## config.mk

```make
export PLATFORM = sky130hd
export DESIGN_NAME = spi_bus_arbiter
export DESIGN_NICKNAME = d
export VERILOG_FILES = /design/src/rtl/spi_bus_arbiter.sv
export SDC_FILE = /design/constraint.sdc
export NUM_CORES = 1
export LEC_CHECK = 0
export BUFFER_PORTS_ARGS = -buffer_cell sky130_fd_sc_hd__buf_2
export CORE_ASPECT_RATIO = 0.75
export CORE_MARGIN = 5
export CORE_UTILIZATION = 46
export CTS_CLUSTER_DIAMETER = 80
export CTS_CLUSTER_SIZE = 30
export DETAILED_ROUTE_END_ITERATION = 12
export PLACE_DENSITY = 0.76
export SETUP_SLACK_MARGIN = 0.4
export SYNTH_ARGS = -nofsm -noshare
export SYNTH_HDL_FRONTEND = slang
export SYNTH_SLANG_ARGS = --single-unit
```

## constraint.sdc

```tcl
create_clock -name sclk -period 1.7 [get_ports sclk]
set_clock_uncertainty 0.1 [all_clocks]
set_input_delay 0.51 -clock sclk [delete_from_list [all_inputs] [get_ports sclk]]
set_output_delay 0.51 -clock sclk [all_outputs]
set_load 0.05 [all_outputs]
```

## src/rtl/spi_bus_arbiter.sv

```systemverilog
// spi_bus_arbiter: round-robin sharing of one SPI byte engine among NREQ requesters,
// sequencing multi-byte bursts per grant with chip selects, byte acks and a done watchdog.
module spi_bus_arbiter #(
   parameter int N        = 8,
   parameter int NREQ     = 2,
   parameter int MAXBYTES = 4,
   parameter int TIMEOUT  = 32
) (
   input  logic                sclk,
   input  logic                n_reset,
   input  logic [NREQ-1:0]     req,
   input  logic [NREQ-1:0]     wr_en,
   input  logic [NREQ-1:0]     last,
   input  logic [NREQ*N-1:0]   wdata,
   output logic [NREQ-1:0]     gnt,
   output logic [NREQ-1:0]     cs_n,
   output logic [NREQ-1:0]     byte_ack,
   output logic [N-1:0]        rdata,
   output logic                err,
   output logic                spi_start,
   output logic                spi_write,
   output logic [N-1:0]        spi_pdatain,
   input  logic                spi_done,
   input  logic [N-1:0]        spi_pdataout
);

   localparam int IW = (NREQ > 1) ? $clog2(NREQ) : 1;
   localparam int CW = $clog2(MAXBYTES + 1);
   localparam int WW = (TIMEOUT > 2) ? $clog2(TIMEOUT) : 1;

   typedef enum logic [2:0] {IDLE, SETUP, ISSUE, WAIT, ACK, HOLD} state_t;

   state_t            r_state;
   logic [IW-1:0]     r_rr;
   logic [IW-1:0]     r_w;
   logic [CW-1:0]     r_cnt;
   logic [WW-1:0]     r_wd;
   logic              r_last;
   logic [NREQ-1:0]   r_gnt;
   logic [NREQ-1:0]   r_csN;
   logic [NREQ-1:0]   r_byteAck;
   logic [N-1:0]      r_rdata;
   logic              r_err;
   logic              r_spiStart;
   logic              r_spiWrite;
   logic [N-1:0]      r_spiPdatain;

   logic [IW-1:0]     w_win;
   logic [IW-1:0]     w_cand;
   logic              w_any;
   logic [NREQ-1:0]   w_winHot;
   logic [N-1:0]      w_wsel;

   // Round-robin search: first requester found scanning upward from the one after r_rr.
   always_comb begin
      w_win  = '0;
      w_any  = 1'b0;
      w_cand = '0;
      for (int k = 1; k <= NREQ; k++) begin
         w_cand = IW'((int'(r_rr) + k) % NREQ);
         if (!w_any && req[w_cand]) begin
            w_any = 1'b1;
            w_win = w_cand;
         end
      end
   end

   assign w_winHot = NREQ'(1) << w_win;

   always_comb begin
      w_wsel = '0;
      for (int i = 0; i < NREQ; i++) begin
         if (r_w == IW'(i)) begin
            w_wsel = wdata[i*N +: N];
         end
      end
   end

   always_ff @(posedge sclk or negedge n_reset) begin
      if (!n_reset) begin
         r_state      <= IDLE;
         r_rr         <= IW'(NREQ - 1);
         r_w          <= '0;
         r_cnt        <= '0;
         r_wd         <= '0;
         r_last       <= 1'b0;
         r_gnt        <= '0;
         r_csN        <= '1;
         r_byteAck    <= '0;
         r_rdata      <= '0;
         r_err        <= 1'b0;
         r_spiStart   <= 1'b0;
         r_spiWrite   <= 1'b0;
         r_spiPdatain <= '0;
      end else begin
         r_byteAck  <= '0;
         r_err      <= 1'b0;
         r_spiStart <= 1'b0;
         unique case (r_state)
            IDLE: begin
               if (w_any) begin
                  r_w     <= w_win;
                  r_cnt   <= '0;
                  r_gnt   <= w_winHot;
                  r_csN   <= ~w_winHot;
                  r_state <= SETUP;
               end
            end
            // Byte fields are sampled on the edge entering ISSUE so the engine sees them registered.
            SETUP, ACK: begin
               if (r_state == ACK && (r_last || r_cnt == CW'(MAXBYTES))) begin
                  r_state <= HOLD;
               end else begin
                  r_spiStart   <= 1'b1;
                  r_spiWrite   <= wr_en[r_w];
                  r_spiPdatain <= w_wsel;
                  r_last       <= last[r_w];
                  r_wd         <= '0;
                  if (r_cnt != CW'(MAXBYTES)) begin
                     r_cnt <= r_cnt + 1'b1;
                  end
                  r_state <= ISSUE;
               end
            end
            ISSUE: begin
               r_state <= WAIT;
            end
            // Abort fires as the watchdog would step to TIMEOUT-1, so err lands TIMEOUT cycles after ISSUE.
            WAIT: begin
               if (spi_done) begin
                  r_rdata   <= spi_pdataout;
                  r_byteAck <= r_gnt;
                  r_state   <= ACK;
               end else if (r_wd == WW'(TIMEOUT - 2)) begin
                  r_err   <= 1'b1;
                  r_state <= HOLD;
               end else begin
                  r_wd <= r_wd + 1'b1;
               end
            end
            HOLD: begin
               r_rr    <= r_w;
               r_gnt   <= '0;
               r_csN   <= '1;
               r_state <= IDLE;
            end
            default: begin
               r_state <= IDLE;
            end
         endcase
      end
   end

   assign gnt         = r_gnt;
   assign cs_n        = r_csN;
   assign byte_ack    = r_byteAck;
   assign rdata       = r_rdata;
   assign err         = r_err;
   assign spi_start   = r_spiStart;
   assign spi_write   = r_spiWrite;
   assign spi_pdatain = r_spiPdatain;

endmodule

```

==> impl_metrics.yaml, run 1 <==
route:
  routed_wire_length_per_instance_microns: 19.0
  avgViaCountPerCell: 5.51
  m1WireLength_mm: 2.62
  met2_routed_wirelength_mm: 3.09
  drt_iter0_markers: 99
  routed-via-count: 1797
  dr_wl_met3_microns: 377
  route.detailed.drc: 0
  wirelength_mm: 6.21
  firstDrtPassIters: 4
  antenna_violating_nets_post_route: 0
  top_metal_layer_carrying_routed_signals: "met4"
synthesis:
  synth_sequential_area_ratio_pct: 52.2
  synth_simple_gate_area_share_pct: 17.7
  ys_seq_elements: 39
  synth_edf_count: 0
  synth_flop_cell: "sky130_fd_sc_hd__dfrtp_1"
  yosys-mux-area-fraction_pct: 10.7
  netlist_top_cells_area: "sky130_fd_sc_hd__dfrtp_1 (48%), sky130_fd_sc_hd__mux2i_1 (5.3%), sky130_fd_sc_hd__mux2_1 (4.8%)"
  synth.avg_cell_area_sq_um: 10.8
  synth_compound_gate_area_share_pct: 13.3
  unique_cell_type_count_in_the_yosys_netlist: 46
  synth_nets: 211
  synth-xor-area-share_pct: 0
  dominant_cell_type_by_area_after_synthesis: "sky130_fd_sc_hd__dfrtp_1"
  yosys.area.top_type_share_pct: 48.0
  post_synth_inst_count: 174
  synthArstFlopShare_pct: 100
  synthesized_area_fraction_occupied_by_adder_cells_pct: 2.66
  main_combinational_cell_family_by_area_after_synthesis: "simple AND/OR/NAND/NOR gates"
  syn_area_sq_um: 1880
  yosysWarningCount: 0
layout:
  filler_cell_count: 225
  final_net_count: 307
  diodes: 0
  flow.area_growth_from_synthesis_pct: 65.9
  fraction_of_final_layout_cells_sized_beyond_drive_strength_1_pct: 59.8
timing:
  final-setup-viol-count: 0
  setup_tns_ps: 0
  hold_violations: 0
  timing.max_slew.rel_slack_pct: 61.8
  fin_crit_ps: 1640
  period_share_pct: 96.3
  slew_viol_final: 0
  grt_setup_unrepaired: "yes"
  worst-slew-pin-transition_ps: 573
  fmax_mhz: 611
die:
  pin_count: 58
  die_footprint_sq_um: 5470
  fp.coreArea_sq_um: 4000
  die-width_microns: 83.8
  row_count: 20
  die_span_in_y_microns: 65.3
  initial_util_pct: 46.9
power:
  report.power.total_mw: 7.09
  power.switching_fraction_pct: 45.5
  leakage_nw: 1.50
  power.density_nw_per_um2: 2280
  p_sw_mw: 3.23
  clock_power_share_pct: 8.5
  power.share.sequential_pct: 26.5
  p_comb_share_pct: 65.0
  vdd_ir_drop_max_mv: 1.42
  power.internal_mw: 3.87
global_route:
  grt_start_max_net_pins: 40
  grt_pass1_wl_mm: 9.36
  grt_overflow_total: 0
  grt_antenna_before_repair: 0
  first_global_vias: 1899
  grt_util_all_layers_pct: 21.9
clock_tree:
  cts_max_path_buffers: 2
  clock-root-buffer: "sky130_fd_sc_hd__clkbuf_8"
  numClockSinks: 39
  cts-buffers-inserted: 5
  tritoncts: "built"
  path_clk_slew_ps: 80
  clk-insertion-delay-late_ps: 290
  cts-hold-fix-buffers: 0
  htreeDepth: 2
place:
  dp_hpwl_mm: 3.00
  portBuffers: 57
  place_congestion: 0.842
setup_path:
  crit_start: "r_state[2]"
  crit_type: "flop to flop"
  crit_arrival_ps: 1770
  worst_ep_required_time_ps: 1830
  crit_path_start_kind: "flop"
  worst_r2r_path_depth: 5
  regToRegSetupSlack_ps: 60
  worst_setup_end_kind: "flop"
  rr_startpoint: "r_state[2]"
  path_max_fanout: 6
hold_path:
  hold_path_class: "input port to asynchronous set/reset pin"
run_status:
  status: "finished, final reports clean"
flow_run:
  maxCapViolCount: 0
==> layout make-up <==
cell class | count | area, sq um | share of cell area (%)
multi-input combinational | 123 | 1080 | 34.7
clock buffer | 7 | 76.3 | 2.45
clock inverter | 1 | 5.00 | 0.161
timing repair buffer | 96 | 881 | 28.3
sequential | 39 | 983 | 31.6
inverter | 5 | 18.8 | 0.602
tap | 55 | 68.8 | 2.21
==> layout by cell type, fill, tap and decap left out, drive strengths merged, types with 2 or more instances in the layout <==
| cell type | n |
|---|---|
| buf | 94 |
| dfrtp | 36 |
| nand2 | 19 |
| o21ai | 18 |
| nor2 | 12 |
| mux2i | 10 |
| mux2 | 9 |
| nand3 | 8 |
| clkbuf | 8 |
| inv | 5 |
| a21oi | 5 |
| a31oi | 4 |
| nand2b | 4 |
| nor3 | 4 |
| ha | 4 |
| dfstp | 3 |
| and3 | 2 |
| and2 | 2 |
| a21o | 2 |
| nor3b | 2 |
| or2 | 2 |
| nor4 | 2 |
==> cell usage after synthesis (2+ instances only) <==
cell / n
sky130_fd_sc_hd__o21ai_0: 14
sky130_fd_sc_hd__a31oi_1: 3
sky130_fd_sc_hd__a21oi_1: 5
sky130_fd_sc_hd__o21ai_1: 3
sky130_fd_sc_hd__and3_1: 2
sky130_fd_sc_hd__nor4_1: 2
sky130_fd_sc_hd__nand2_1: 18
sky130_fd_sc_hd__ha_1: 4
sky130_fd_sc_hd__nand3_1: 8
sky130_fd_sc_hd__buf_2: 5
sky130_fd_sc_hd__a21o_1: 2
sky130_fd_sc_hd__buf_6: 2
sky130_fd_sc_hd__nand2b_1: 4
sky130_fd_sc_hd__inv_1: 5
sky130_fd_sc_hd__nor2_1: 11
sky130_fd_sc_hd__nor3_1: 3
sky130_fd_sc_hd__dfstp_2: 3
sky130_fd_sc_hd__dfrtp_1: 36
sky130_fd_sc_hd__mux2i_1: 10
sky130_fd_sc_hd__mux2_1: 8
==> power by group through the flow <==
| stage | Clock (mW) | Combinational, mW | Sequential [mW] |
|---|---|---|---|
| floorplan | 0 | 1.32 | 2.60 |
| global placement | 0 | 2.72 | 1.76 |
| detailed placement | 0 | 2.77 | 1.76 |
| CTS | 0.598 | 3.99 | 1.81 |
| global route | 0.655 | 4.83 | 1.94 |
| finish | 0.606 | 4.61 | 1.88 |
==> state kept, by name (all words and copies together), names as in the netlist <==
register,flops
byte_ack,2
cs_n,2
err,1
gnt,2
r_cnt,3
r_last,1
r_rr,1
r_state,3
r_w,1
r_wd,5
rdata,8
spi_pdatain,8
spi_start,1
spi_write,1
==> worst max-delay path, cell delays in order, from the launching register on <==
cell and delay [ps]:
sky130_fd_sc_hd__dfrtp_2 470, sky130_fd_sc_hd__buf_6 150, sky130_fd_sc_hd__nand3b_1 280, sky130_fd_sc_hd__buf_4 220, sky130_fd_sc_hd__nor4b_4 230, sky130_fd_sc_hd__a211o_1 140
==> metrics by stage <==
stage,setup WS [ps],cell area (sq um),instances,utilization (%),hold WS [ps]
after floorplan,181,1950,174,-,114
after global placement,86.4,2310,288,57.8,365
after detailed placement,61.5,2310,288,57.8,376
after CTS,118,2900,314,72.3,91.7
after global routing,34.9,3120,326,77.8,92.2
final,62.6,3120,326,77.8,77.2
==> cell families (layout without fill, tap and decap cells) <==
kind of cell / count (synthesis) / after routing
buffers and inverters: 12 / 109
muxes: 19 / 19
adders and majority gates: 4 / 4
DFF: 39 / 39
AOI/OAI and AO/OA: 37 / 37
and+or+nand+nor: 63 / 63
==> metal layers <==
metal	global-route usage (%)	vias up
met5	0	-
li1	-	813
met1	27.1	902
met4	7.43	0
met2	37.4	69
met3	5.76	13
==> what timing repair did <==
item,CTS,global route
gates resized for setup,90,25
gates cloned,2,1
setup buffers,16,11
pin swaps,12,17
setup endpoints to repair,63,64
==> worst paths after layout <==
path	to
worst min-delay path	spi_start
min in group sclk	rdata[7]
worst max-delay path	r_wd[2]
max in group asynchronous	r_rr
worst min register to register	spi_pdatain[0]
worst max register to register	r_wd[2]
Note: power is estimated with default switching activity, not from simulation.
==> run 2, diff against run 1 <==
--- a/config.mk
+++ b/config.mk
@@ -7,12 +7,11 @@
 export LEC_CHECK = 0
 export BUFFER_PORTS_ARGS = -buffer_cell sky130_fd_sc_hd__buf_2
 export CORE_ASPECT_RATIO = 0.75
-export CORE_MARGIN = 5
-export CORE_UTILIZATION = 46
+export CORE_UTILIZATION = 54
 export CTS_CLUSTER_DIAMETER = 80
 export CTS_CLUSTER_SIZE = 30
 export DETAILED_ROUTE_END_ITERATION = 12
-export PLACE_DENSITY = 0.76
+export PLACE_DENSITY = 0.84
 export SETUP_SLACK_MARGIN = 0.4
 export SYNTH_ARGS = -nofsm -noshare
 export SYNTH_HDL_FRONTEND = slang
==> constraint.sdc (replaced) <==
create_clock -name sclk -period 2.1 [get_ports sclk]
set_clock_uncertainty 0.1 [all_clocks]
set_input_delay 0.63 -clock sclk [delete_from_list [all_inputs] [get_ports sclk]]
set_output_delay 0.63 -clock sclk [all_outputs]
set_load 0.05 [all_outputs]
==> run 2 against run 1 <==
Against the previous run:
- non-clock buffer count shrank 31
- largest power group unchanged
- sequential power down 23%
- highest routed layer unchanged
- final cell count is 14% lower
- sequential share of layout area rose by 9.6 points
- critical path depth down 4
- register-to-register slack gained 400 ps
- clock power shrank 11%
- critical endpoint is now cs_n[1]
- design area decreased by 23%
==> impl_metrics.yaml, run 2 (synthesis gave the netlist of run 1 again) <==
timing:
  final-setup-viol-count: 0
  fmax_mhz: 581
  fin_crit_ps: 1720
  period_share_pct: 82.0
  hold_violations: 0
  setup_tns_ps: 0
  timing.max_slew.rel_slack_pct: 60.0
  worst-slew-pin-transition_ps: 600
  slew_viol_final: 0
  grt_setup_unrepaired: "yes"
die:
  die_span_in_y_microns: 53.1
  row_count: 18
  initial_util_pct: 56.7
  fp.coreArea_sq_um: 3310
  die-width_microns: 70.1
  die_footprint_sq_um: 3720
  pin_count: 58
global_route:
  grt_overflow_total: 0
  first_global_vias: 1414
  grt_start_max_net_pins: 24
  grt_pass1_wl_mm: 6.33
  grt_util_all_layers_pct: 22.8
  grt_antenna_before_repair: 0
setup_path:
  crit_arrival_ps: 990
  crit_path_start_kind: "flop"
  worst_path_top_cell_family_by_delay: "flip-flops"
  crit_path_top_delay_cell: "sky130_fd_sc_hd__dfstp_2"
  worst-path-buf-inv: 1
  worst_ep_required_time_ps: 1370
  worst_setup_end_kind: "primary output"
  crit_type: "flop to primary output"
  worst_path_largest_cell_delay_ps: 560
  path_max_fanout: 2
  cp_cell_sequence: "buf_8"
layout:
  mostFrequentLayoutCell: "sky130_fd_sc_hd__buf_2"
  final_net_count: 276
  most-common-layout-cells: "sky130_fd_sc_hd__buf_2 (53), sky130_fd_sc_hd__dfrtp_1 (33), sky130_fd_sc_hd__nand2_1 (18)"
  seq_cell_area_sq_um: 983
  diodes: 0
  fraction_of_final_layout_cells_sized_beyond_drive_strength_1_pct: 38.3
  flow.area_growth_from_synthesis_pct: 27.1
  multi_input_comb_area_sq_um: 865
  stdcell_count: 280
  filler_cell_count: 244
power:
  power.density_nw_per_um2: 1760
  vdd_ir_drop_max_mv: 0.999
  leakage_nw: 1.20
clock_tree:
  clk-insertion-delay-late_ps: 280
  numClockSinks: 39
  tritoncts: "built"
  clock-root-buffer: "sky130_fd_sc_hd__clkbuf_8"
  path_clk_slew_ps: 70
  htreeDepth: 2
  cts-buffers-inserted: 5
  cts_max_path_buffers: 2
route:
  top_metal_layer_carrying_routed_signals: "met4"
  route.detailed.drc: 0
  routed_wire_length_per_instance_microns: 14.2
  wirelength_mm: 3.98
  m1WireLength_mm: 1.86
  antenna_violating_nets_post_route: 0
  firstDrtPassIters: 4
  avgViaCountPerCell: 5.57
  drt_iter0_markers: 129
  routed-via-count: 1559
  dr_wl_met3_microns: 200
  met2_routed_wirelength_mm: 1.84
run_status:
  status: "finished, final reports clean"
place:
  portBuffers: 57
  dpl.cell_count: 268
  place_congestion: 0.796
  dp_hpwl_mm: 2.90
hold_path:
  hold_path_class: "input port to asynchronous set/reset pin"
flow_run:
  maxCapViolCount: 0
==> run 2: changes by cell type in the layout (fill, tap and decap cells not counted), sizes merged <==
cell	previous run	this run
clkbuf	8	10
clkinv	1	0
bufbuf	1	0
buf	94	63
==> run 2: cell type report <==
cell class | count | area share, %
Sequential cell | 39 | 41.2
Multi-Input combinational cell | 123 | 36.2
Timing Repair Buffer | 65 | 15.5
Clock buffer | 8 | 4.19
Tap cell | 40 | 2.10
Inverter | 5 | 0.786
==> run 2: what timing repair did <==
item | 4_1_cts | 5_1_grt
resized for setup | 9 | 8
pin swaps | 1 | 3
setup buffers | 2 | 2
setup endpoints to repair | 24 | 18
hold buffers | 0 | 0
==> run 2: path summary, 6_finish.rpt <==
path / end / cells past startpoint / start / slack [ps]
worst max register to register: r_cnt[2] / 6 / r_cnt[0] / 460
worst max-delay path: cs_n[1] / 1 / cs_n[1] / 380
max in group asynchronous: r_rr / 2 / n_reset / 1130
worst min register to register: spi_write / 2 / spi_write / 380
min in group sclk: spi_write / 2 / spi_write / 380
worst min-delay path: rdata[4] / 1 / n_reset / 190
==> run 2: power by group <==
part | leakage [nW] | internal, mW | switching [mW] | total (mW)
clock | 0.0515 | 0.299 | 0.243 | 0.542
sequential | 0.478 | 1.11 | 0.337 | 1.45
combinational | 0.669 | 0.744 | 1.48 | 2.22
==> run 2: layer usage <==
layer / global-route usage (%) / vias to the layer above
met5: 0 / -
met4: 10.0 / 0
met3: 5.14 / 11
met2: 37.8 / 58
met1: 29.2 / 740
li1: - / 750
==> run 2: through the flow <==
step / power, mW / worst slack, ps / utilization (%) / hold WS, ps / cell area (sq um)
global route: 4.47 / 362 / 72.1 / 214 / 2390
floorplan: 3.03 / 404 / - / 234 / 1890
CTS: 4.15 / 376 / 70.9 / 194 / 2350
finish: 4.21 / 378 / 72.1 / 189 / 2390
detailed placement: 3.52 / 291 / 66.6 / 370 / 2200
global placement: 3.44 / 312 / 66.6 / 362 / 2200
==> run 3, diff against run 2 <==
--- a/config.mk
+++ b/config.mk
@@ -7,11 +7,11 @@
 export LEC_CHECK = 0
 export BUFFER_PORTS_ARGS = -buffer_cell sky130_fd_sc_hd__buf_2
 export CORE_ASPECT_RATIO = 0.75
-export CORE_UTILIZATION = 54
+export CORE_UTILIZATION = 46
 export CTS_CLUSTER_DIAMETER = 80
 export CTS_CLUSTER_SIZE = 30
 export DETAILED_ROUTE_END_ITERATION = 12
-export PLACE_DENSITY = 0.84
+export PLACE_DENSITY = 0.76
 export SETUP_SLACK_MARGIN = 0.4
 export SYNTH_ARGS = -nofsm -noshare
 export SYNTH_HDL_FRONTEND = slang
==> constraint.sdc (replaced) <==
create_clock -name sclk -period 1.58 [get_ports sclk]
set_clock_uncertainty 0.1 [all_clocks]
set_input_delay 0.474 -clock sclk [delete_from_list [all_inputs] [get_ports sclk]]
set_output_delay 0.474 -clock sclk [all_outputs]
set_load 0.05 [all_outputs]
==> run 3 against run 2 <==
Against the previous run:
- non-clock buffer count grew 56
- register-to-register slack got worse by 540 ps
- critical path depth rose by 3
- flip-flop and latch count unchanged
- global-route usage grew 11 points
- power is 110% higher
- wire length up 96%
- clock power up 65%
- largest power group unchanged
- the run now ends with negative setup slack left
- via count is 32% higher
- largest cell class is now multi-input gates
- count of clock-buffer cells in the layout decreased by 2
- sequential power grew 34%
- final cell count grew 24%
==> impl_metrics.yaml, run 3 (synthesis gave the netlist of run 1 again) <==
global_route:
  first_global_vias: 2031
  grt_util_all_layers_pct: 33.5
  grt_start_max_net_pins: 16
  grt_overflow_total: 0
  grt_pass1_wl_mm: 10.3
  grt_antenna_before_repair: 0
die:
  row_count: 19
  die_span_in_y_microns: 57.3
  die-width_microns: 75.8
  initial_util_pct: 49.7
  fp.coreArea_sq_um: 3780
  pin_count: 58
  die_footprint_sq_um: 4340
power:
  power.density_nw_per_um2: 2540
  vdd_ir_drop_max_mv: 1.79
  leakage_nw: 1.68
  report.power.total_mw: 8.72
setup_path:
  crit_type: "flop to flop"
  worst_ep_required_time_ps: 1670
  worst_setup_end_kind: "flop"
  path_max_fanout: 7
  crit_path_start_kind: "flop"
  crit_arrival_ps: 1750
place:
  place_congestion: 0.866
  pre_cts_slack_ps: 19.6
  dp_hpwl_mm: 3.18
  portBuffers: 57
run_status:
  failing_checks: "negative setup slack"
  status: "finished with violations"
layout:
  fraction_of_final_layout_cells_sized_beyond_drive_strength_1_pct: 69.3
  mostFrequentLayoutCell: "sky130_fd_sc_hd__buf_4"
  most-common-layout-cells: "sky130_fd_sc_hd__buf_4 (41), sky130_fd_sc_hd__buf_6 (38), sky130_fd_sc_hd__dfrtp_1 (32), sky130_fd_sc_hd__buf_2 (32), sky130_fd_sc_hd__o21ai_2 (12)"
  flow.area_growth_from_synthesis_pct: 83.0
  post-route-util_pct: 90.9
  final_net_count: 332
  diodes: 0
clock_tree:
  clock-root-buffer: "sky130_fd_sc_hd__clkbuf_8"
  htreeDepth: 2
  clk-insertion-delay-late_ps: 310
  cts-buffers-inserted: 5
  numClockSinks: 39
  cts_max_path_buffers: 2
  tritoncts: "built"
  path_clk_slew_ps: 80
flow_run:
  maxCapViolCount: 0
timing:
  hold_violations: 0
  fin_crit_ps: 1660
  setup_tns_ps: -191
  slew_viol_final: 0
  final-setup-viol-count: 7
  worst_hold_slack_ps: 119
  fmax_mhz: 603
  timing.max_slew.rel_slack_pct: 65.5
  grt_setup_unrepaired: "yes"
  worst-slew-pin-transition_ps: 516
  timing.final.ws_setup_ps: -78.7
  period_share_pct: 105
hold_path:
  hold_path_class: "input port to asynchronous set/reset pin"
route:
  avgViaCountPerCell: 5.92
  antenna_violating_nets_post_route: 0
  routed_wire_length_per_instance_microns: 22.4
  firstDrtPassIters: 5
  drt_iter0_markers: 164
  wirelength_mm: 7.80
  route.detailed.drc: 0
  routed-via-count: 2061
-- run 3: cell types whose count changed in the layout (fill, tap and decap cells not counted), sizes merged --
cell	before	now
buf	63	119
bufinv	0	1
clkbuf	10	6
clkinv	0	1
dlygate4sd3	0	2
-- run 3: repair_timing --
action	4_1_cts	5_1_grt
pin swaps	28	17
setup buffers	23	14
gates cloned	3	0
endpoints found under the hold margin	11	3
gates resized for setup	127	34
setup endpoints to repair	64	64
-- run 3: metal layers --
| layer | vias to the layer above | GRT usage (%) | wire [microns] |
|---|---|---|---|
| met4 | 0 | 17.7 | 372 |
| li1 | 869 | - | - |
| met2 | 150 | 54.9 | 3950 |
| met3 | 43 | 8.83 | 595 |
| met5 | - | 0 | 0 |
| met1 | 999 | 40.2 | 2880 |
-- run 3: layout make-up --
cell class	instances	area (sq um)
fillers	142	343
repair buffers	121	1070
clock inverters	2	35.0
clock buffers	6	82.6
flip-flops and latches	39	985
multi-input cells	123	1170
inverters	5	21.3
well taps	52	65.1
-- run 3: through the flow --
step                      std cells  instance area, sq um
after floorplan                 174                  1940
after global placement          298                  2390
after detailed placement        298                  2390
after CTS                       332                  3170
after global routing            348                  3440
final                           348                  3440
-- run 3: path summary, 6_finish.rpt --
path	from	slack (ps)	endpoint	cells after the start
min in group sclk	spi_pdataout[3]	290	rdata[3]	2
max reg2reg	r_state[0]	-80	r_wd[2]	4
min	n_reset	120	r_rr	1
max	r_state[0]	-80	r_wd[2]	4
min reg2reg	rdata[2]	440	rdata[2]	1
max in group asynchronous	n_reset	290	r_state[0]	2
-- run 3: worst max-delay path, stage by stage, from the launching register on --
cell and delay [ps]:
sky130_fd_sc_hd__dfrtp_2 480, sky130_fd_sc_hd__nor2_1 300, sky130_fd_sc_hd__a31oi_4 170, sky130_fd_sc_hd__and2_4 210
sky130_fd_sc_hd__a211o_1 270
-- run 3: where the power goes --
part	internal, mW	switching, mW
registers	1.48	0.470
clock network	0.511	0.382
logic	2.77	3.11
total	4.76	3.96
